`src/rtl/riscv_ctrl_pkg.sv`:
```
// Shared definitions for the multicycle RV32I controller: opcodes, FSM state
// encoding, datapath select codes and the per-state control word.
package riscv_ctrl_pkg;

   localparam logic [6:0] OP_LW   = 7'b0000011;
   localparam logic [6:0] OP_SW   = 7'b0100011;
   localparam logic [6:0] OP_R    = 7'b0110011;
   localparam logic [6:0] OP_I    = 7'b0010011;
   localparam logic [6:0] OP_JAL  = 7'b1101111;
   localparam logic [6:0] OP_BR   = 7'b1100011;

   typedef enum logic [3:0] {
      S_IDLE     = 4'd0,
      S_FETCH    = 4'd1,
      S_DECODE   = 4'd2,
      S_MEMADR   = 4'd3,
      S_MEMREAD  = 4'd4,
      S_MEMWB    = 4'd5,
      S_MEMWRITE = 4'd6,
      S_EXECUTER = 4'd7,
      S_EXECUTEI = 4'd8,
      S_ALUWB    = 4'd9,
      S_JAL      = 4'd10,
      S_BEQ      = 4'd11,
      S_HALT     = 4'd12
   } state_e;

   localparam logic [1:0] ALUOP_ADD   = 2'b00;
   localparam logic [1:0] ALUOP_SUB   = 2'b01;
   localparam logic [1:0] ALUOP_FUNCT = 2'b10;

   localparam logic [2:0] ALU_ADD = 3'b000;
   localparam logic [2:0] ALU_SUB = 3'b001;
   localparam logic [2:0] ALU_AND = 3'b010;
   localparam logic [2:0] ALU_OR  = 3'b011;
   localparam logic [2:0] ALU_SLT = 3'b101;

   localparam logic [1:0] IMM_I = 2'b00;
   localparam logic [1:0] IMM_S = 2'b01;
   localparam logic [1:0] IMM_B = 2'b10;
   localparam logic [1:0] IMM_J = 2'b11;

   localparam logic [1:0] RES_ALUOUT    = 2'b00;
   localparam logic [1:0] RES_DATA      = 2'b01;
   localparam logic [1:0] RES_ALURESULT = 2'b10;

   localparam logic [1:0] SRCA_PC    = 2'b00;
   localparam logic [1:0] SRCA_OLDPC = 2'b01;
   localparam logic [1:0] SRCA_RS1   = 2'b10;

   localparam logic [1:0] SRCB_RS2  = 2'b00;
   localparam logic [1:0] SRCB_IMM  = 2'b01;
   localparam logic [1:0] SRCB_FOUR = 2'b10;

   typedef struct packed {
      logic       pc_update;
      logic       branch;
      logic       adr_src;
      logic       mem_write;
      logic       ir_write;
      logic       reg_write;
      logic [1:0] result_src;
      logic [1:0] alu_src_a;
      logic [1:0] alu_src_b;
      logic [1:0] alu_op;
      logic       halted;
   } ctrl_t;

   // Moore control word for each state; IDLE and unknown encodings give all zeros.
   function automatic ctrl_t state_ctrl(input state_e s);
      ctrl_t c;
      c = '0;
      case (s)
         S_FETCH: begin
            c.ir_write   = 1'b1;
            c.alu_src_a  = SRCA_PC;
            c.alu_src_b  = SRCB_FOUR;
            c.alu_op     = ALUOP_ADD;
            c.result_src = RES_ALURESULT;
            c.pc_update  = 1'b1;
         end
         S_DECODE: begin
            c.alu_src_a = SRCA_OLDPC;
            c.alu_src_b = SRCB_IMM;
            c.alu_op    = ALUOP_ADD;
         end
         S_MEMADR: begin
            c.alu_src_a = SRCA_RS1;
            c.alu_src_b = SRCB_IMM;
            c.alu_op    = ALUOP_ADD;
         end
         S_MEMREAD: begin
            c.result_src = RES_ALUOUT;
            c.adr_src    = 1'b1;
         end
         S_MEMWB: begin
            c.result_src = RES_DATA;
            c.reg_write  = 1'b1;
         end
         S_MEMWRITE: begin
            c.result_src = RES_ALUOUT;
            c.adr_src    = 1'b1;
            c.mem_write  = 1'b1;
         end
         S_EXECUTER: begin
            c.alu_src_a = SRCA_RS1;
            c.alu_src_b = SRCB_RS2;
            c.alu_op    = ALUOP_FUNCT;
         end
         S_EXECUTEI: begin
            c.alu_src_a = SRCA_RS1;
            c.alu_src_b = SRCB_IMM;
            c.alu_op    = ALUOP_FUNCT;
         end
         S_ALUWB: begin
            c.result_src = RES_ALUOUT;
            c.reg_write  = 1'b1;
         end
         S_JAL: begin
            c.alu_src_a  = SRCA_OLDPC;
            c.alu_src_b  = SRCB_FOUR;
            c.alu_op     = ALUOP_ADD;
            c.result_src = RES_ALUOUT;
            c.pc_update  = 1'b1;
         end
         S_BEQ: begin
            c.alu_src_a  = SRCA_RS1;
            c.alu_src_b  = SRCB_RS2;
            c.alu_op     = ALUOP_SUB;
            c.result_src = RES_ALUOUT;
            c.branch     = 1'b1;
         end
         S_HALT: begin
            c.halted = 1'b1;
         end
         default: begin
            c = '0;
         end
      endcase
      return c;
   endfunction

endpackage

```
`src/rtl/riscv_alu_decoder.sv`:
```
// Combinational ALU decoder: ALUOp plus instruction fields to the 3-bit ALUControl code.
module riscv_alu_decoder
   import riscv_ctrl_pkg::*;
(
   input  logic [1:0] alu_op_i,
   input  logic [2:0] funct3_i,
   input  logic       op5_i,
   input  logic       funct7b5_i,
   output logic [2:0] alu_control_o
);

   // Only R-type (op[5]=1) with funct7b5 set subtracts; addi never does.
   always_comb begin
      alu_control_o = ALU_ADD;
      case (alu_op_i)
         ALUOP_ADD: alu_control_o = ALU_ADD;
         ALUOP_SUB: alu_control_o = ALU_SUB;
         ALUOP_FUNCT: begin
            case (funct3_i)
               3'b000: begin
                  if (op5_i && funct7b5_i) alu_control_o = ALU_SUB;
                  else                     alu_control_o = ALU_ADD;
               end
               3'b010:  alu_control_o = ALU_SLT;
               3'b110:  alu_control_o = ALU_OR;
               3'b111:  alu_control_o = ALU_AND;
               default: alu_control_o = ALU_ADD;
            endcase
         end
         default: alu_control_o = ALU_ADD;
      endcase
   end

endmodule

```
`src/rtl/riscv_mc_controller.sv`:
```
// Multicycle RV32I main sequencer (Moore FSM with registered control word).
// Optional MEM_READY_EN adds a MemReady handshake stalling FETCH/MEMREAD/MEMWRITE.
module riscv_mc_controller
   import riscv_ctrl_pkg::*;
#(
   parameter bit EN_BNE       = 1'b1,
   parameter bit ILLEGAL_HALT = 1'b1
) (
   input  logic       clk,
   input  logic       reset,
   input  logic [6:0] op,
   input  logic [2:0] funct3,
   input  logic       funct7b5,
   input  logic       Zero,
`ifdef MEM_READY_EN
   input  logic       MemReady,
`endif
   output logic       PCWrite,
   output logic       AdrSrc,
   output logic       MemWrite,
   output logic       IRWrite,
   output logic       RegWrite,
   output logic [1:0] ResultSrc,
   output logic [1:0] ALUSrcA,
   output logic [1:0] ALUSrcB,
   output logic [2:0] ALUControl,
   output logic [1:0] ImmSrc,
   output logic       Halted
);

   state_e     state_q, state_d;
   ctrl_t      ctrl_q, ctrl_d;
   logic [2:0] alu_control_q, alu_control_d;
   logic       mem_ready_s;
   logic       fetch_gate_s;
   logic       bne_s;

`ifdef MEM_READY_EN
   assign mem_ready_s = MemReady;
`else
   assign mem_ready_s = 1'b1;
`endif

   // Next-state logic; memory-facing states wait on the handshake.
   always_comb begin
      state_d = state_q;
      case (state_q)
         S_IDLE:  state_d = S_FETCH;
         S_FETCH: begin
            if (mem_ready_s) state_d = S_DECODE;
            else             state_d = S_FETCH;
         end
         S_DECODE: begin
            case (op)
               OP_LW, OP_SW: state_d = S_MEMADR;
               OP_R:         state_d = S_EXECUTER;
               OP_I:         state_d = S_EXECUTEI;
               OP_JAL:       state_d = S_JAL;
               OP_BR:        state_d = S_BEQ;
               default: begin
                  if (ILLEGAL_HALT) state_d = S_HALT;
                  else              state_d = S_FETCH;
               end
            endcase
         end
         S_MEMADR: begin
            if (op == OP_SW) state_d = S_MEMWRITE;
            else             state_d = S_MEMREAD;
         end
         S_MEMREAD: begin
            if (mem_ready_s) state_d = S_MEMWB;
            else             state_d = S_MEMREAD;
         end
         S_MEMWB: state_d = S_FETCH;
         S_MEMWRITE: begin
            if (mem_ready_s) state_d = S_FETCH;
            else             state_d = S_MEMWRITE;
         end
         S_EXECUTER: state_d = S_ALUWB;
         S_EXECUTEI: state_d = S_ALUWB;
         S_ALUWB:    state_d = S_FETCH;
         S_JAL:      state_d = S_ALUWB;
         S_BEQ:      state_d = S_FETCH;
         S_HALT:     state_d = S_HALT;
         default:    state_d = S_IDLE;
      endcase
   end

   assign ctrl_d = state_ctrl(state_d);

   riscv_alu_decoder u_alu_dec (
      .alu_op_i      (ctrl_d.alu_op),
      .funct3_i      (funct3),
      .op5_i         (op[5]),
      .funct7b5_i    (funct7b5),
      .alu_control_o (alu_control_d)
   );

   // State and control word registered together so outputs never glitch on state decode.
   always_ff @(posedge clk or negedge reset) begin
      if (!reset) begin
         state_q       <= S_IDLE;
         ctrl_q        <= '0;
         alu_control_q <= 3'b000;
      end else begin
         state_q       <= state_d;
         ctrl_q        <= ctrl_d;
         alu_control_q <= alu_control_d;
      end
   end

   // FETCH strobes fire only in the cycle the memory accepts the access.
   assign fetch_gate_s = (state_q == S_FETCH) ? mem_ready_s : 1'b1;
   assign bne_s        = EN_BNE & (funct3 == 3'b001);

   assign PCWrite    = (ctrl_q.pc_update & fetch_gate_s) | (ctrl_q.branch & (Zero ^ bne_s));
   assign IRWrite    = ctrl_q.ir_write & fetch_gate_s;
   assign AdrSrc     = ctrl_q.adr_src;
   assign MemWrite   = ctrl_q.mem_write;
   assign RegWrite   = ctrl_q.reg_write;
   assign ResultSrc  = ctrl_q.result_src;
   assign ALUSrcA    = ctrl_q.alu_src_a;
   assign ALUSrcB    = ctrl_q.alu_src_b;
   assign ALUControl = alu_control_q;
   assign Halted     = ctrl_q.halted;

   // Immediate format follows the opcode; forced to I-format while idle/in reset.
   always_comb begin
      ImmSrc = IMM_I;
      if (state_q == S_IDLE) begin
         ImmSrc = IMM_I;
      end else begin
         case (op)
            OP_SW:   ImmSrc = IMM_S;
            OP_BR:   ImmSrc = IMM_B;
            OP_JAL:  ImmSrc = IMM_J;
            default: ImmSrc = IMM_I;
         endcase
      end
   end

endmodule
```
`config.mk`:
```
export PLATFORM = sky130hd
export DESIGN_NAME = riscv_mc_controller
export DESIGN_NICKNAME = d
export VERILOG_FILES = /design/src/rtl/riscv_ctrl_pkg.sv /design/src/rtl/riscv_alu_decoder.sv /design/src/rtl/riscv_mc_controller.sv
export SDC_FILE = /design/constraint.sdc
export NUM_CORES = 1
export LEC_CHECK = 0
export CAP_MARGIN = 20
export CORE_UTILIZATION = 42
export CTS_CLUSTER_DIAMETER = 80
export CTS_CLUSTER_SIZE = 16
export DETAILED_ROUTE_END_ITERATION = 16
export PLACE_DENSITY = 0.71
export SETUP_SLACK_MARGIN = 0.5
export SYNTH_ARGS = -nofsm -noshare
export SYNTH_HDL_FRONTEND = slang
export SYNTH_SLANG_ARGS = --single-unit
```
`constraint.sdc`:
```
create_clock -name clk -period 2.3 [get_ports clk]
set_clock_uncertainty 0.2 [all_clocks]
set_input_delay 0.23 -clock clk [delete_from_list [all_inputs] [get_ports clk]]
set_output_delay 0.23 -clock clk [all_outputs]
set_load 0.03 [all_outputs]
```
==> results.md, run 1 <==
Yosys:
- Counting distinct cell types in the post-synthesis netlist gives 46.
- Summed over all instances, the cell type with the most area after synthesis is sky130_fd_sc_hd__dfrtp_1.
- The cell count after synthesis came out at 112.
- The synthesized design contains 19 register bits.
- Among all flip-flop cells after synthesis, the most frequent one is sky130_fd_sc_hd__dfrtp_1.
- The average footprint of a synthesized cell is 9.98 sq um.
- The number of warnings issued by yosys is 0.
- The async set-or-reset flop fraction in the synthesized netlist is 100%.
- The number of nets in the synthesized netlist is 128.
- Yosys mapped a number of flops with a built-in enable equal to 0.
- Summing every instance area after synthesis gives 1120 sq um.
- Sequential elements use 42.6% of the synthesized area.
- The top-area cell type share of the netlist area is 42.6%.
- Yosys attributes the largest share of cell area to sky130_fd_sc_hd__dfrtp_1 43%, sky130_fd_sc_hd__buf_4 4.0%, sky130_fd_sc_hd__nor2_1 4.0%.

Timing:
- The headroom to the max-slew limit is 73.9%.
- Subtracting the final worst setup slack from the clock period gives 2.46 ns.
- The actual slew at the worst max-slew pin is 0.386 ns.
- The final hold violation count came to 0.
- The setup slack after layout is -0.163 ns.
- In the final timing run, aggregate negative setup slack is -0.420 ns.
- Setup violations remaining at the end of the flow were counted as 5.
- The portion of the clock cycle consumed by the worst path in the final layout is 107%.
- Static timing analysis puts the maximum clock frequency at 406 MHz.
- Setup repair after global routing could not meet its margin everywhere.
- The final count of pins violating max slew is 0.

Power:
- In this run the power spent charging and discharging nets is 0.000777 W.
- The combinational power share is 65.0%.
- The clock network fraction of total power is 9.6%.
- VDD sags by at most 0.000743 V.
- The internal power summed over all cells is 0.00113 W.
- Of the total power, registers draw 25.4%.
- Net switching is 40.8% of the power.
- The power density of the placed cells is 1020 nW/um^2.
- The static leakage is 0.925 nW.

Job:
- Max-cap violations in this run came to 0.

Worst setup path:
- Data on the critical path is required at its endpoint by 2.32 ns.
- The endpoint identified for the worst register-to-register timing path is ALUControl[0].
- The worst setup path is launched from a register.
- Measured in cells, the most critical reg-to-reg path has a length of 9.
- The critical path arrival is 2.48 ns.
- STA classifies the critical path endpoint as a register.
- The worst setup path is of the reg -> reg kind.
- The worst setup slack for register-to-register paths is -0.16 ns.
- Along the worst path, the maximum fanout reaches 4.
- The startpoint of the most critical register-to-register path is state_q[0].

Clock tree:
- After clock tree synthesis, the clock-pin slew on the worst setup and hold paths is 0.12 ns.
- The clock tree from TritonCTS is built.
- Clock tree synthesis inserted a total of 3 buffers.
- The worst-skew pair later-pin latency is 0.31 ns.
- The clock tree root driver cell is sky130_fd_sc_hd__clkbuf_4.
- The clock drives 19 sinks.
- CTS built an H-tree with a depth of 1.
- No sink is reached through more buffers than the 2 on the longest clock path.

Status:
- The flow ran to the end, but the final reports show violations.
- The checks that failed: setup timing.

Finish:
- After the last flow step, the layout net total stands at 198.
- The area growth from synthesis to layout is 66.5%.
- Cells with a size suffix above 1 make up 42.0% of the layout.
- The final cell area excluding filler cells is 1860 sq um.
- The number of diodes is 0.
- Leaving out filler cells and counting taps, the final layout contains 211.

Detailed routing:
- The total number of vias is 1,081.
- The count of nets left with antenna violations once routing finished came out at 0.
- After detailed routing, the number of remaining DRC violations is 0.
- The routed length per placed instance is 13.1 um.
- Wires add up to 2760 um.
- The average vias per placed instance is 5.12.
- The first detailed-routing pass took 4 iterations.
- The detailed router finished its first iteration with 22 violations.

Floorplanning:
- For this design the top-level I/O count stands at 31.
- Once the floorplan was initialized, standard cells occupied 44.7% of the core.
- In this run the vertical extent of the chip is 53.6 um.
- The row count is 18.
- The floorplan step defined a die boundary enclosing 2870 sq um.
- Measured along the x axis, the die boundary spans 53.6 um.
- In this run the standard cell core region covers 2500 sq um.

Place:
- The worst setup slack after placement is -0.413 ns.
- The last weighted congestion value of the routability-driven placer is 0.905.
- The number of placed instances, taps included, is 195.
- The HPWL after detailed placement is 2030 um.
- In this run the cell area measured after placement is 1630 sq um.
- Input and output buffers added on the ports amount to 30.

GRT:
- The number of global-route vias before repair came to 1,024.
- The initial antenna violation count was 0.
- The first-pass GRT wire length is 4480 um.
- The overall global routing resource usage is 22.0%.
- The total overflow left after global routing is 0.
- The pin count of the biggest net entering global routing is 20.

Hold path:
- The worst hold path begins at funct3[2].
- The depth of the worst hold-timing path is 3.
- The worst hold path belongs to the class in -> reg.
- The terminating pin of the worst hold path is ALUControl[1].
[cells in the final DEF (no fill, tap or decap), types with 4 or more instances in the layout]
cell type,synthesis,final
sky130_fd_sc_hd__buf_4,6,35
sky130_fd_sc_hd__buf_6,1,11
sky130_fd_sc_hd__clkbuf_4,0,4
sky130_fd_sc_hd__clkdlybuf4s50_1,0,13
sky130_fd_sc_hd__dfrtp_1,19,19
sky130_fd_sc_hd__dlygate4sd2_1,0,4
sky130_fd_sc_hd__dlymetal6s2s_1,0,7
sky130_fd_sc_hd__nand2_1,11,11
sky130_fd_sc_hd__nor2_1,12,8
sky130_fd_sc_hd__nor2b_1,4,4
sky130_fd_sc_hd__nor3_1,5,4
[repair_timing]
| action | in CTS | in global routing |
|---|---|---|
| endpoints found under the setup margin | 15 | 20 |
| resized for setup | 36 | 16 |
| pin swaps | 12 | 5 |
| hold buffers | 0 | 1 |
| hold endpoints to repair | 0 | 1 |
| buffers inserted | 6 | 5 |
[cells in the mapped netlist, types with 2 or more instances]
master / instances
sky130_fd_sc_hd__dfrtp_1: 19
sky130_fd_sc_hd__nor2_1: 12
sky130_fd_sc_hd__nand2_1: 11
sky130_fd_sc_hd__buf_4: 6
sky130_fd_sc_hd__nor3_1: 5
sky130_fd_sc_hd__inv_1: 4
sky130_fd_sc_hd__nor2b_1: 4
sky130_fd_sc_hd__a21oi_1: 3
sky130_fd_sc_hd__buf_2: 3
sky130_fd_sc_hd__nand3_1: 3
sky130_fd_sc_hd__a21o_1: 2
sky130_fd_sc_hd__ha_1: 2
sky130_fd_sc_hd__nor3b_1: 2
sky130_fd_sc_hd__o21ai_0: 2
sky130_fd_sc_hd__or2_2: 2
sky130_fd_sc_hd__or2b_1: 2
[flip-flops by register name, summed over array words and instances (netlist names)]
name and flops:
state_q 4, ALUControl 3, ALUSrcA 2, ALUSrcB 2
ResultSrc 2, ctrl_q 2, AdrSrc 1, Halted 1
MemWrite 1, RegWrite 1
[cells by family after synthesis]
logic type | share of synthesized area (%)
and+or+nand+nor | 29.4
xor gates and xnor gates | 1.57
DFF | 42.6
adders and majority gates | 2.24
AOI/OAI and AO/OA | 16.1
buffers and inverters | 8.06
[critical path, stage by stage, from the launching register on]
cell and delay, ns:
sky130_fd_sc_hd__dfrtp_1 0.44, sky130_fd_sc_hd__or4b_4 0.58, sky130_fd_sc_hd__buf_6 0.15, sky130_fd_sc_hd__nor4_4 0.28
sky130_fd_sc_hd__a311o_2 0.18, sky130_fd_sc_hd__o32ai_2 0.08, sky130_fd_sc_hd__ha_2 0.19, sky130_fd_sc_hd__nor3b_1 0.13
sky130_fd_sc_hd__nor2_1 0.09, sky130_fd_sc_hd__nor2_1 0.05
[metal layers]
| metal | part of all wire [%] | track usage (%) | up-vias |
|---|---|---|---|
| li1 | - | - | 531 |
| met1 | 42 | 25.0 | 515 |
| met2 | 54 | 40.2 | 31 |
| met3 | 3.0 | 2.26 | 4 |
| met4 | 1.5 | 11.4 | 0 |
| met5 | 0 | 0 | - |
[stage by stage]
stage | util, % | hold WS, ns | power [W]
6_report | 74.4 | 0.00350 | 0.00191
5_1_grt | 74.4 | 0.00618 | 0.00202
4_1_cts | 70.8 | 0.0366 | 0.00183
3_5_place_dp | 65.3 | 0.382 | 0.00156
3_3_place_gp | 65.3 | 0.383 | 0.00153
2_1_floorplan | - | -0.266 | 0.00113
[power groups by stage]
stage               combinational, W  sequential [W]  clock, W
finish                       0.00124        0.000484  0.000182
global route                 0.00132        0.000496  0.000196
CTS                          0.00116        0.000483  0.000185
detailed placement           0.00107        0.000490         0
global placement             0.00104        0.000486         0
floorplan                   0.000588        0.000538         0
[area by class of cell]
cell class              count  area (sq um)
flip-flops and latches     19           475
inverters                   5          18.8
clock inverters             1          7.51
fillers                   160           639
well taps                  30          37.5
multi-input cells          78           622
clock buffers               3          22.5
repair buffers             75           677
[how the worst max path moves through the flow]
| stage | to | start | slack [ns] | cells past startpoint |
|---|---|---|---|---|
| after detailed placement | ALUControl[2] | op[5] | -0.41 | 8 |
| after global routing | ALUControl[0] | state_q[0] | -0.35 | 9 |
| after global placement | ALUControl[2] | op[5] | -0.31 | 8 |
| final | ALUControl[0] | state_q[0] | -0.16 | 9 |
| after floorplan | ALUControl[2] | state_q[3] | -0.03 | 6 |
| after CTS | ALUControl[0] | state_q[0] | -0.15 | 9 |
No activity file was read; power rests on OpenSTA's default activity.
==> inputs of run 2 (changes only) <==
Settings changed: HOLD_SLACK_MARGIN from default to 0.08.
==> run 2 against run 1 <==
Against the previous run:
- the run still ends with setup timing left
- routed wire length up 1.2%
- sequential cell count unchanged
- global-route usage up 0.12 points
- clock-buffer cell count unchanged
- register-to-register slack worse by 0.02 ns
- maximum frequency down 0.79%
- die area unchanged
==> results.md, run 2 (same netlist as run 1, synthesis figures left out) <==
Place:
- The last weighted congestion value of the routability-driven placer is 0.905 (unchanged).
- The worst setup slack after placement was -0.413 ns (unchanged).
- The area of placed instances came to 1630 sq um (unchanged).
- The HPWL after detailed placement is 2030 um (unchanged).
- The total instance count after detailed placement is 195 (unchanged).
- The total of buffers placed on input and output ports came to 30 (unchanged).

Timing:
- The setup slack after layout came to -0.183 ns (-0.0196 ns).
- The portion of the clock cycle consumed by the worst path in the final layout is 108% (+0.85 points).
- The final hold violation count is 0 (unchanged).
- The worst hold slack after final layout is 0.182 ns (+0.179 ns).
- Setup repair after global routing could not meet its margin everywhere.
- The final count of pins violating max slew is 0 (unchanged).
- The clock period minus final worst setup slack is 2.48 ns (+0.0196 ns).
- The final setup TNS is -0.440 ns (-0.0205 ns).
- The actual slew at the worst max-slew pin is 0.386 ns (unchanged).
- The setup violation total in the final timing report is 5 (unchanged).
- The achievable frequency is 403 MHz (-0.79%).
- The headroom to the max-slew limit is 73.9% (unchanged).

Power:
- The sequential fraction of design power came to 25.4% (about the same).
- The worst ir drop on vdd is 0.000741 V (-0.20%).
- The static leakage is 0.933 nW (+0.90%).
- The combinational power share was 65.0% (about the same).
- The net switching share of the total power was 40.8% (about the same).
- The internal power summed over all cells is 0.00113 W (+0.19%).
- The clock network fraction of total power is 9.6% (about the same).
- The net switching power figure is 0.000778 W (+0.16%).
- The power density of the placed cells is 1020 nW/um^2 (-0.89%).

Finish:
- The final cell area excluding filler cells is 1880 sq um (+1.1%).
- The top cell types in the final layout, fill and taps aside, are 35 x sky130_fd_sc_hd__buf_4, 19 x sky130_fd_sc_hd__dfrtp_1, 13 x sky130_fd_sc_hd__clkdlybuf4s50_1.
- The commonest non-fill, non-tap cell in the layout is sky130_fd_sc_hd__buf_4.
- The non-filler instance count after layout is 213 (+0.95%).
- The flip-flop count of the largest register after layout is 4 (unchanged).
- The register bank with the most flops is state_q.
- The ratio of cells with drive above 1 in the final layout is 41.5% (-0.46 points).
- The count of nets after finishing is 200 (+1.0%).
- Relative to the synthesized area, the layout overhead comes to 68.3%.
- The number of diodes is 0 (unchanged).

Worst setup path:
- The worst path required time came to 2.31 ns (about the same).
- The worst reg2reg path depth is 9 (unchanged).
- The critical path goes through or4b_4 -> buf_6 -> nor4_4 -> a311o_2 -> o32ai_2 -> ha_2 -> nor3b_1 -> nor2_1 -> nor2_1.
- The critical-path cell with the highest stage delay is sky130_fd_sc_hd__or4b_4.
- The worst setup path is captured at a register.
- The largest fanout of any net on the critical path is 4 (unchanged).
- The critical path launch point is state_q[0].
- The critical path arrival was 2.50 ns (+0.02 ns).
- The startpoint of the most critical register-to-register path is state_q[0].
- The critical path startpoint category is a register.
- The dominant cell type by count on the critical path is sky130_fd_sc_hd__nor2_1.
- The path type of the worst setup path is reg -> reg.
- The worst setup slack for register-to-register paths is -0.18 ns (-0.02 ns).
- The endpoint identified for the worst register-to-register timing path is ALUControl[0].
- Following the worst setup path forward leads to its endpoint at ALUControl[0].
- The peak per-stage delay on the critical path came to 0.58 ns (about the same).

GRT:
- The number of global-route vias before repair was 1,036 (+1.2%).
- The first-pass GRT wire length was 4510 um (+0.60%).
- The pin count of the biggest net entering global routing came to 20 (unchanged).
- The initial antenna violation count was 0 (unchanged).
- The overall global routing resource usage is 22.1% (+0.12 points).
- The residual overflow from global routing was 0 (unchanged).

Status:
- The flow ran to the end, but the final reports show violations.
- The final reports fail on setup timing.

Floorplanning:
- The area inside the core boundary is 2500 sq um (unchanged).
- The die span in y is 53.6 um (unchanged).
- The row count is 18 (unchanged).
- The I/O pin count is 31 (unchanged).
- The die width is 53.6 um (unchanged).
- The initial core utilization was 44.7% (unchanged).
- The floorplan die area is 2870 sq um (unchanged).

Clock tree:
- The clock tree root driver cell is sky130_fd_sc_hd__clkbuf_4.
- The worst-skew pair later-pin latency is 0.31 ns (about the same).
- TritonCTS built the clock tree.
- The number of sinks driven by the clock tree is 19 (unchanged).
- The clock transition time at the flip-flop clock pins of the worst setup and hold paths came to 0.12 ns (about the same).
- The level count of the clock H-tree was 1 (unchanged).
- The deepest clock path buffer count is 2 (unchanged).
- The clock buffer count from CTS is 3 (unchanged).

Detailed routing:
- The post-detailed-route count of antenna-violating nets came to 0 (unchanged).
- The total number of vias came to 1,101 (+1.9%).
- The violation count after the first detailed-routing iteration is 27 (+23%).
- The average vias per placed instance is 5.17 (+0.89%).
- The routed length per placed instance is 13.1 um (+0.25%).
- The length of the first detailed-routing pass in iterations is 4 (unchanged).
- The DRC violation count after routing is 0 (unchanged).
- The sum of routed wire length over all layers came to 2790 um (+1.2%).

Job:
- The number of maximum-capacitance violations is 0 (unchanged).

Hold path:
- The worst hold-check path type is in -> reg.
run 2: cell types whose count changed in the layout (fill, tap and decap cells not counted), sizes merged:
cell / previous run / this run
dlygate4sd3: 1 / 3
run 2: power by group through the flow:
stage	sequential (W)	clock, W	combinational [W]
6_report	0.000484	0.000183	0.00124
5_1_grt	0.000496	0.000196	0.00133
4_1_cts	0.000483	0.000185	0.00116
3_5_place_dp	0.000490	0	0.00107
3_3_place_gp	0.000486	0	0.00104
2_1_floorplan	0.000538	0	0.000588
run 2: timing repair:
action	CTS	global route
endpoints found under the setup margin	15	20
hold endpoints to repair	19	2
pin swaps	12	5
gates resized for setup	36	16
setup buffers	6	5
hold buffers	1	2
run 2: worst min path at each step:
stage | startpoint | end | slack (ns) | depth (start not counted)
2_1_floorplan | reset | ALUControl[0] | -0.27 | 0
3_3_place_gp | reset | ctrl_q[14] | 0.38 | 2
3_5_place_dp | reset | ctrl_q[14] | 0.38 | 2
4_1_cts | op[6] | MemWrite | 0.18 | 3
5_1_grt | op[6] | MemWrite | 0.22 | 3
6_report | op[6] | MemWrite | 0.18 | 3
run 2: layout make-up:
type	count	area, sq um
repair buffers	77	697
multi-input cells	78	622
fillers	155	619
flip-flops and latches	19	475
well taps	30	37.5
clock buffers	3	22.5
inverters	5	18.8
clock inverters	1	7.51
run 2: metrics by stage:
step,utilization (%),power [W]
finish,75.2,0.00191
global placement,65.3,0.00153
detailed placement,65.3,0.00156
floorplan,-,0.00113
CTS,71.2,0.00183
global route,75.2,0.00202
run 2: metal layers:
layer,part of all wire [%],global-route usage [%],routed length [um],up-vias
met5,0,0,0,-
met4,2.0,11.4,55,0
met3,3.3,2.26,92,6
met2,53,40.6,1480,33
met1,42,25.0,1160,527
li1,-,-,-,535
run 2: worst max-delay path: cells and delay by family, from the launching register on:
family          cells  cell delay, ns
simple gates        5            1.15
compound gates      2            0.25
buf+inv             1            0.15
flops               1            0.44
fa+ha+maj           1            0.19
==> inputs of run 3 (changes only) <==
Settings changed: CORE_UTILIZATION 42 to 50, PLACE_DENSITY 0.71 to 0.8.
Clock period 2.3 ns to 2.9 ns, I/O delays scaled along.
==> run 3 against run 2 <==
Against the previous run:
- the flow now finishes without violations
- setup slack improved by 0.54 ns
- sequential share of layout area increased by 4.0 points
- power is 27% lower
- cell count shrank 15%
- register-to-register slack gained 0.54 ns
- first-iteration DRC count decreased by 15%
- clock power decreased by 27%
- critical path depth down 4
- hold slack worse by 0.028 ns
- sequential cell count stayed put
- critical path type unchanged
==> results.md, run 3 (same netlist as run 1, synthesis figures left out) <==
Detailed routing:
- The total number of vias is 1,076 (-2.3%).
- The violation count after the first detailed-routing iteration is 23 (-15%).
- The sum of routed wire length over all layers came to 3080 um (+11%).
- The length of the first detailed-routing pass in iterations is 4 (unchanged).
- The post-detailed-route count of antenna-violating nets is 0 (unchanged).
- The average vias per placed instance is 5.94 (+15%).
- The routed length per placed instance is 17.0 um (+30%).
- The DRC violation count after routing is 0 (unchanged).

Timing:
- The final hold violation count is 0 (unchanged).
- The headroom to the max-slew limit was 46.5% (-27 points).
- The final count of pins violating max slew is 0 (unchanged).
- The final setup TNS is 0 ns (+0.440 ns).
- The setup violation total in the final timing report is 0 (-5).
- The achievable frequency is 393 MHz (-2.3%).
- Setup repair after global routing could not meet its margin everywhere.
- The portion of the clock cycle consumed by the worst path in the final layout is 87.7% (-20 points).
- The clock period minus final worst setup slack is 2.54 ns (+0.0593 ns).
- The actual slew at the worst max-slew pin came to 0.799 ns (+0.414 ns).

Place:
- The HPWL after detailed placement came to 1740 um (-14%).
- The total of buffers placed on input and output ports is 30 (unchanged).
- The last weighted congestion value of the routability-driven placer is 0.852 (-5.8%).
- The area of placed instances came to 1430 sq um (-13%).
- The total instance count after detailed placement is 165 (-15%).

GRT:
- The first-pass GRT wire length came to 4400 um (-2.4%).
- The overall global routing resource usage came to 23.8% (+1.7 points).
- The pin count of the biggest net entering global routing was 20 (unchanged).
- The initial antenna violation count is 0 (unchanged).
- The number of global-route vias before repair came to 999 (-3.6%).
- The residual overflow from global routing was 0 (unchanged).

Clock tree:
- The level count of the clock H-tree came to 1 (unchanged).
- The tree is rooted in a sky130_fd_sc_hd__clkbuf_4.
- The deepest clock path buffer count is 2 (unchanged).
- The number of buffers inserted for hold repair after clock tree synthesis is 0 (-1).
- The number of sinks driven by the clock tree is 19 (unchanged).
- The clock transition time at the flip-flop clock pins of the worst setup and hold paths is 0.10 ns (-0.02 ns).
- The clock buffer count from CTS came to 3 (unchanged).
- TritonCTS built the clock tree.
- The worst-skew pair later-pin latency came to 0.30 ns (about the same).

Power:
- The static leakage is 0.726 nW (-22%).
- The power density of the placed cells is 855 nW/um^2 (-16%).
- The worst ir drop on vdd is 0.000492 V (-34%).

Status:
- The run finished with clean final reports.

Finish:
- The post-layout utilization of the core is 80.8% (+5.5 points).
- The count of nets after finishing is 171 (-14%).
- The flip-flop count of the largest register after layout is 4 (unchanged).
- The ratio of cells with drive above 1 in the final layout is 30.5% (-11 points).
- The final cell area excluding filler cells is 1630 sq um (-13%).
- The register with the most flip-flops in the final layout is state_q.
- The number of diodes was 0 (unchanged).
- The area growth from synthesis to final layout is 46.1%.
- The commonest non-fill, non-tap cell in the layout is sky130_fd_sc_hd__clkdlybuf4s50_1.
- The non-filler instance count after layout is 181 (-15%).
- In the layout the commonest cells are 24 x sky130_fd_sc_hd__clkdlybuf4s50_1, 17 x sky130_fd_sc_hd__dfrtp_1, 17 x sky130_fd_sc_hd__buf_4.

Worst setup path:
- The critical path arrival is 2.54 ns (+0.04 ns).
- In this run the worst setup path begins at state_q[1].
- STA classifies the critical path endpoint as a register.
- The worst path required time was 2.90 ns (+0.59 ns).
- The critical path is of the reg -> reg type.
- STA classifies the critical path startpoint as a register.
- The worst register-to-register path begins at state_q[1].
- The largest fanout of any net on the critical path is 6 (+2).

Floorplanning:
- The die span in y was 49.3 um (-8.0%).
- The I/O pin count is 31 (unchanged).
- The row count is 16 (-2).
- The initial core utilization is 55.3% (+11 points).
- The die width is 49.3 um (-8.0%).
- The floorplan die area is 2430 sq um (-15%).
- The area inside the core boundary is 2020 sq um (-19%).

Hold path:
- In this run the most critical hold path is launched from op[6].
- The worst hold-check path type is in -> reg.

Job:
- The number of maximum-capacitance violations was 0 (unchanged).
-- run 3: changes by cell type in the layout (fill, tap and decap cells not counted), moves of 3 or more --
cell / delta
sky130_fd_sc_hd__buf_4: -18
sky130_fd_sc_hd__buf_6: -10
sky130_fd_sc_hd__nand2_1: -3
sky130_fd_sc_hd__dlygate4sd3_1: -3
sky130_fd_sc_hd__clkdlybuf4s50_1: +11
sky130_fd_sc_hd__dlymetal6s2s_1: -4
-- run 3: area by class of cell --
type	instances	area [sq um]
inverters	5	18.8
repair buffers	48	444
clock buffers	4	26.3
multi-input cells	78	632
fillers	124	389
well taps	27	33.8
flip-flops and latches	19	478
-- run 3: worst max-delay path: stages, from the launching register on --
cell and delay (ns):
sky130_fd_sc_hd__dfrtp_1 0.46, sky130_fd_sc_hd__or4b_4 0.55, sky130_fd_sc_hd__a2111oi_4 0.34, sky130_fd_sc_hd__nand3_1 0.28, sky130_fd_sc_hd__ha_4 0.32, sky130_fd_sc_hd__nor4_2 0.29
-- run 3: repair_timing --
action	in CTS	in global routing
setup buffers	10	2
setup endpoints to repair	6	5
gates resized for setup	9	17
pin swaps	10	9
-- run 3: metal layers --
layer,part of all wire (%),global-route usage (%),wire (um),vias to the layer above
met5,0,0,0,-
met4,2.0,9.31,63,0
met3,6.1,2.80,189,8
met2,54,44.7,1650,60
met1,38,26.7,1180,529
li1,-,-,-,479
-- run 3: power breakdown --
part	switching, W	total [W]	internal (W)
combinational	0.000490	0.000882	0.000392
sequential	0.0000364	0.000383	0.000346
clock	0.0000789	0.000133	0.0000537
-- run 3: worst paths after layout --
path / endpoint / slack [ns] / cells past startpoint
max: ALUControl[2] / 0.36 / 5
min: MemWrite / 0.15 / 2
max reg2reg: ALUControl[2] / 0.36 / 5
min reg2reg: ResultSrc[0] / 0.43 / 2
max in group asynchronous: state_q[2] / 1.71 / 1
min in group asynchronous: ResultSrc[0] / 0.24 / 1
-- run 3: through the flow --
step | total power [W] | hold WS [ns] | setup slack, ns
floorplan | 0.000889 | -0.206 | 0.526
global placement | 0.00106 | 0.396 | 0.127
detailed placement | 0.00108 | 0.416 | 0.00156
CTS | 0.00129 | 0.289 | 0.362
global route | 0.00147 | 0.204 | 0.291
finish | 0.00140 | 0.154 | 0.358
